==> config.mk <==
export PLATFORM = sky130hd
export DESIGN_NAME = prog_loader
export DESIGN_NICKNAME = d
export VERILOG_FILES = /design/src/rtl/prog_loader.sv
export SDC_FILE = /design/constraint.sdc
export NUM_CORES = 1
export LEC_CHECK = 0
export ABC_AREA = 1
export BUFFER_PORTS_ARGS = -buffer_cell sky130_fd_sc_hd__buf_4
export CORE_UTILIZATION = 52
export CTS_CLUSTER_SIZE = 14
export DETAILED_ROUTE_END_ITERATION = 10
export PLACE_DENSITY = 0.72
export SYNTH_ARGS = -nofsm -noshare
export SYNTH_HDL_FRONTEND = slang
export SYNTH_SLANG_ARGS = --single-unit
==> constraint.sdc <==
create_clock -name CLK -period 2.72 [get_ports CLK]
set_input_delay 0.544 -clock CLK [delete_from_list [all_inputs] [get_ports CLK]]
set_output_delay 0.544 -clock CLK [all_outputs]
set_load 0.01 [all_outputs]
==> src/rtl/prog_loader.sv <==
// Byte-stream program loader: receives a word count, 18-bit words and an XOR checksum,
// writes the words to program memory and holds the MCU in reset while loading.
//
// state  | meaning
// IDLE   | waiting for START, MCU released
// CNT_HI | expecting word-count high byte (bits [2:0] used)
// CNT_LO | expecting word-count low byte, range-checked on acceptance
// B2     | expecting word byte 2 (bits [1:0] used)
// B1     | expecting word byte 1
// B0     | expecting word byte 0
// WRITE  | one-cycle program-memory write strobe
// CHK    | expecting checksum byte
// DONE_S | load completed, DONE held
// ERR_S  | load failed (range, checksum or timeout), ERR held
module prog_loader #(
    parameter int TIMEOUT_CYC = 1000000
) (
    input  logic        CLK,
    input  logic        RST,
    input  logic        START,
    input  logic [7:0]  RX_DATA,
    input  logic        RX_VALID,
    output logic        RX_READY,
    output logic [9:0]  WR_ADDR,
    output logic [17:0] WR_DATA,
    output logic        WR_EN,
    output logic        CPU_HOLD,
    output logic        DONE,
    output logic        ERR
);

    localparam int TW = $clog2(TIMEOUT_CYC + 1);

    typedef enum logic [3:0] {
        IDLE, CNT_HI, CNT_LO, B2, B1, B0, WRITE, CHK, DONE_S, ERR_S
    } state_t;

    state_t         state, nxt;
    logic [9:0]     addr;
    logic [9:0]     last_addr;
    logic [2:0]     cnt_hi;
    logic [7:0]     csum;
    logic [17:0]    data_reg;
    logic [TW-1:0]  timer;

    logic           rx_ready;
    logic           accept;
    logic           start_ok;
    logic           timeout;
    logic [10:0]    n_in;

    always_comb begin
        rx_ready = (state inside {CNT_HI, CNT_LO, B2, B1, B0, CHK});
        accept   = rx_ready && RX_VALID;
        start_ok = START && (state inside {IDLE, DONE_S, ERR_S});
        timeout  = rx_ready && (timer == TW'(TIMEOUT_CYC - 1));
        n_in     = {cnt_hi, RX_DATA};
    end

    always_ff @(posedge CLK or posedge RST) begin
        if (RST) state <= IDLE;
        else     state <= nxt;
    end

    // Timeout is evaluated before byte acceptance so it wins a same-cycle tie.
    always_comb begin
        nxt = state;
        case (state)
            IDLE, DONE_S, ERR_S: if (start_ok) nxt = CNT_HI;
            CNT_HI: begin
                if (timeout)     nxt = ERR_S;
                else if (accept) nxt = CNT_LO;
            end
            CNT_LO: begin
                if (timeout) nxt = ERR_S;
                else if (accept) begin
                    if (n_in == 11'd0 || n_in > 11'd1024) nxt = ERR_S;
                    else                                    nxt = B2;
                end
            end
            B2: begin
                if (timeout)     nxt = ERR_S;
                else if (accept) nxt = B1;
            end
            B1: begin
                if (timeout)     nxt = ERR_S;
                else if (accept) nxt = B0;
            end
            B0: begin
                if (timeout)     nxt = ERR_S;
                else if (accept) nxt = WRITE;
            end
            WRITE: nxt = (addr == last_addr) ? CHK : B2;
            CHK: begin
                if (timeout)     nxt = ERR_S;
                else if (accept) nxt = (RX_DATA == csum) ? DONE_S : ERR_S;
            end
            default: nxt = IDLE;
        endcase
    end

    always_ff @(posedge CLK or posedge RST) begin
        if (RST) begin
            addr      <= '0;
            last_addr <= '0;
            cnt_hi    <= '0;
            csum      <= '0;
            data_reg  <= '0;
            timer     <= '0;
        end else if (start_ok) begin
            addr  <= '0;
            csum  <= '0;
            timer <= '0;
        end else begin
            if (accept)        timer <= '0;
            else if (rx_ready) timer <= timer + 1'b1;

            if (accept && state != CHK) csum <= csum ^ RX_DATA;

            if (accept) begin
                case (state)
                    CNT_HI: cnt_hi <= RX_DATA[2:0];
                    CNT_LO: last_addr <= 10'(n_in - 11'd1);
                    B2:     data_reg[17:16] <= RX_DATA[1:0];
                    B1:     data_reg[15:8]  <= RX_DATA;
                    B0:     data_reg[7:0]   <= RX_DATA;
                    default: ;
                endcase
            end

            // 10-bit wrap after word 1024 is harmless: CHK follows, never another write.
            if (state == WRITE) addr <= addr + 10'd1;
        end
    end

    always_comb begin
        RX_READY = rx_ready;
        WR_EN    = (state == WRITE);
        WR_ADDR  = addr;
        WR_DATA  = data_reg;
        CPU_HOLD = !(state inside {IDLE, DONE_S, ERR_S});
        DONE     = (state == DONE_S);
        ERR      = (state == ERR_S);
    end

endmodule

# --- After elaboration in Yosys (flattened, before gate mapping) ---
# Index checks and enable logic that the tools add are counted.
totals:
  output_inout_bits: 33
  ff_bits: 73
  in_bits: 12
op_classes:
  add_sub_neg: 3
  bitwise_logic: 2
  eq_ne: 20
  n_reduce_logical: 20
  muxes: 24
  order_cmp: 1
op_table:
  columns: ["op", "n"]
  rows:
  - ["$mux 20", 3]
  - ["$mux 4", 14]
  - ["$pmux 4 s8", 1]
  - ["$add 20x1->20 const B", 1]
  - ["$eq 20x20->1 const B", 1]
  - ["$mux 10", 2]
  - ["$ne 3x3->1 const B", 6]
  - ["$eq 4x3->1 const B", 4]
  - ["$mux 8", 2]
  - ["$reduce_and 3->1", 5]
  - ["$gt 11x11->1 const B", 1]
  - ["$logic_not 11->1", 1]
  - ["$add 10x1->10 const B", 1]
  - ["$eq 10x10->1", 1]
  - ["$sub 10x1->10 const B", 1]
  - ["$eq 4x2->1 const B", 2]
  - ["$eq 4x4->1 const B", 2]
  - ["$eq 8x8->1", 1]
  - ["$xor 8x8->8", 1]
  - ["$reduce_and 7->1", 1]
  - ["$reduce_bool 3->1", 2]
  - ["$reduce_bool 6->1", 1]
  - ["$eq 4x1->1 const B", 1]
  - ["$logic_and 1x1->1", 4]
  - ["10 further kinds", 11]

# --- Longest topological paths before layout ---
logic_depth:
  depth_word: 6
  mapped_depth: 13

# --- Least setup slack after synthesis ---
# OpenSTA, ideal clock, no wires.
synth_timing:
  path_type: "in2reg"
  start: "input RX_DATA[0]"
  end: "register state[3]"
  stages: 11
  slack_ns: 1.092
  arrival_ns: 1.512
  required_ns: 2.603
  setup_ns: 0.117
  cell_sequence: "inv_1 > ha_1 > nand2_1 > nor2_1 > nand2_1 > nand2_1 > nand3_1 > nand2_1 > nand2_1 > nand2_1 > nand2_1"
synth_via:
  elab_chain_len: 6
synth_lines:
  columns: ["item", "line_no", "source"]
  rows:
  - ["from (decl)", "21", "input logic [7:0] RX_DATA,"]
  - ["$gt 11x11->1 or $logic_not 11->1 (tied branches)", "77", "if (n_in == 11'd0 || n_in > 11'd1024) nxt = ERR_S;"]
  - ["$logic_or 1x1->1 *", "77", null]
  - ["$mux 4 *", "77", null]
  - ["$mux 4 *", "76", "else if (accept) begin"]
  - ["$mux 4 *", "75", "if (timeout) nxt = ERR_S;"]
  - ["$pmux 4 s8 *", "68", "case (state)"]
  - ["to (signal assigned)", "62", "else state <= nxt;"]
  - ["to (decl)", "38", "state_t state, nxt;"]
# Mark *: on every way between the ends. The rest lies on a longest branch, timed or not. The select of a mux whose other input is x is not followed.
# A chain may end at the register's enable or synchronous reset.

# --- Worst setup path after layout ---
layout_timing:
  start: "register state[1]"
  end: "output WR_EN"
layout_via:
  elab_chain_len: 1
layout_lines:
  columns: ["item", "line_no", "source"]
  rows:
  - ["$eq 4x3->1", "138", "WR_EN = (state == WRITE);"]
  - ["to (decl)", "26", "output logic WR_EN,"]
# Every way passes these cells.

==> flow_summary.yaml <==
critical_path:
  r2r_start: "state[1]"
  arrival_ns: 1.53
  start_kind: "flop"
  criticalPathCategory: "flop to output pin"
  cp-end-kind: "output pin"
  crit_start: "state[1]"
  cp.required_ns: 2.18
  r2r_cells: 10
  worstPathMaxFanout: 10
logic_synthesis:
  ys_warn_count: 0
  synthFlopType: "dfrtp_1"
  synth_area_mm2: 0.00406
  postSynth.asyncResetShare: 1.00
  synth.yosys.seq_area_share: 0.450
  yosys_register_bits: 73
  synth_top_cell_by_area: "dfrtp_1"
  synth_edf_count: 0
  syn_inst: 529
  avgSynthCellArea_um2: 7.67
  synthTopCellsByArea: "dfrtp_1 45%, nand2_1 12%, nor2_1 6.2%"
  synth_top_area_frac: 0.450
  yosysUniqueCellTypes: 37
  mappedNetlistNets: 544
clock_tree:
  cts_setup_buffers: 0
  clock_path_buffers: 2
  cts_hold_buffers: 0
  cts_resized: 0
  path_clk_slew_ns: 0.08
  cts_sinks: 73
  cts_tree: "built"
  clock_latency_ns: 0.34
  ctsRootBufferMaster: "clkbuf_8"
  ctsHtreeMaxLevel: 3
  cts_buffers: 9
placed_design:
  place_congestion: 0.854
  io_buffers: 44
  place_ws_ns: 0.739
  dp_hpwl_um: 7010
global_routing:
  grt_max_degree: 45
  grt_pass1_vias: 3243
  grt_pass1_wl_um: 15800
  grt_usage: 0.244
  grt-ovfl-total: 0
  antenna_found_initial: 0
die:
  dieArea_mm2: 0.00816
  die_w_um: 90.3
  die_y_um: 90.3
  io_pins: 45
  placementRows: 31
  start_util: 0.548
  coreArea_mm2: 0.00741
timing:
  period_minus_slack_ns: 2.07
  finalCritPeriodShare: 0.762
  finClkSkew_ns: 0.00589
  hold_viol: 0
  worst_pin_slew_ns: 0.653
  tns_ns: 0
  setup_slack_ns: 0.647
  slew_viol_final: 0
  rsz0062_at_grt: "no"
  clock.fmax_mhz: 482
  slew-limit-headroom: 0.564
  finalSetupViolCount: 0
detailed_routing:
  viasPerCell: 5.26
  wl_met2_um: 4270
  drt-initial-drc-count: 291
  ant_nets: 0
  m1WireLength_um: 4570
  dr.pass1.iters: 5
  drc: 0
  routed.top_layer: "met4"
  wirelength_um: 9410
  dr_wl_met3_um: 474
  vias: 3574
  wl_per_cell_um: 13.8
layout:
  fin_nets: 592
  drive_gt1_frac: 0.164
  areaGrowthSynthToFinish_pct: 14.5
  antenna_cells: 0
status:
  status: "completed"
pwr:
  p_leak_nw: 2.28
  ir_worst_vdd_v: 0.000606
  cellPowerDensity_mw_per_mm2: 908
worst_hold_path:
  hold_class: "primary input to asynchronous set/reset pin"
flow_run:
  drv_cap: 0
## critical path, cell delays in order (launching register included)
cell and delay (ns):
dfrtp_1 0.52, nand2_1 0.21, nor2_4 0.28, buf_4 0.18
## per-stage QoR
stage / hold slack (ns) / cells / total power, mW / utilization / cell area [µm²]
2_1_floorplan: 0.454 / 529 / 2.95 / - / 4060
3_3_place_gp: 0.474 / 665 / 3.43 / 0.604 / 4470
3_5_place_dp: 0.480 / 665 / 3.47 / 0.604 / 4470
4_1_cts: 0.305 / 680 / 4.24 / 0.627 / 4640
5_1_grt: 0.343 / 680 / 4.54 / 0.627 / 4640
6_report: 0.293 / 680 / 4.21 / 0.627 / 4640
## state kept, by name, indices dropped and copies added (netlist names)
name	cells
timer	20
WR_DATA	18
WR_ADDR	10
last_addr	10
csum	8
state	4
cnt_hi	3
## layout make-up
class / count / area, µm²
Clock buffer: 10 / 138
Sequential cell: 73 / 1830
Inverter: 65 / 244
Clock inverter: 5 / 31.3
Tap cell: 99 / 124
Fill cell: 672 / 2770
Timing Repair Buffer: 46 / 358
Multi-Input combinational cell: 382 / 1920
## layout by cell type, fill, tap and decap left out
cell        instances
o21ai_1            14
nand3_1            28
or2_2               2
nor3_2              2
o22ai_2             1
ha_1                3
nand3_2             1
nand2_4             1
and3_1              2
a21oi_1            23
a31oi_1             3
xnor2_1             3
nand2_1           129
inv_6               1
xor2_1             10
clkinvlp_4          1
nor2_4              5
nand4_1            12
nor4_1              2
nor2_1             67
clkbuf_8           10
buf_12              1
inv_2               6
o21a_1              2
o21bai_2            1
buf_4              45
o21ai_0            40
nor2_2              5
clkinv_2            3
a32o_1              1
nor2_8              4
dfrtp_1            73
a21oi_2             1
a21boi_0            1
nand2_2             5
inv_1              59
nand3b_1            1
nor3_1             13
## cell usage after synthesis (2+ instances only)
| cell | n |
|---|---|
| a31oi_1 | 3 |
| o21a_1 | 2 |
| nand2_2 | 5 |
| a21oi_1 | 23 |
| inv_1 | 60 |
| nand2_1 | 129 |
| nand4_1 | 12 |
| buf_6 | 3 |
| nor2_4 | 5 |
| or2_2 | 2 |
| o21ai_1 | 14 |
| nor2_2 | 5 |
| dfrtp_1 | 73 |
| and3_1 | 2 |
| buf_2 | 3 |
| xnor2_1 | 3 |
| o21ai_0 | 40 |
| nor3_2 | 2 |
| nor2_8 | 4 |
| xor2_1 | 10 |
| ha_1 | 3 |
| inv_2 | 5 |
| nand3_1 | 28 |
| nor3_1 | 13 |
| nor2_1 | 67 |
| nor4_1 | 2 |
## power by group
part / leakage [nW] / switching (mW) / internal, mW
Combinational: 1.24 / 1.14 / 0.669
Sequential: 0.952 / 0.248 / 1.40
Clock: 0.0883 / 0.410 / 0.350
Total: 2.28 / 1.80 / 2.42
## path summary, 6_finish.rpt
path	end	slack, ns
hold reg to reg	WR_DATA[0]	0.50
hold / removal	WR_DATA[5]	0.29
setup / recovery	WR_EN	0.65
max in group asynchronous	WR_ADDR[0]	1.76
min in group CLK	WR_DATA[0]	0.50
setup reg to reg	timer[18]	0.70
## per-layer routing
layer,up-vias,track usage
li1,1800,-
met3,11,0.0606
met5,-,0
met1,1665,0.366
met4,0,0.0511
met2,98,0.358
## cell families (layout without fill, tap and decap cells)
group / count (synthesis) / after routing / share of synthesized area
buffers and inverters: 74 / 126 / 0.0759
xor gates and xnor gates: 13 / 13 / 0.0281
adders and majority gates: 3 / 3 / 0.00925
AOI/OAI and AO/OA: 87 / 87 / 0.116
and+or+nand+nor: 279 / 279 / 0.321
DFF: 73 / 73 / 0.450
Power figures use the tool's default switching activity.
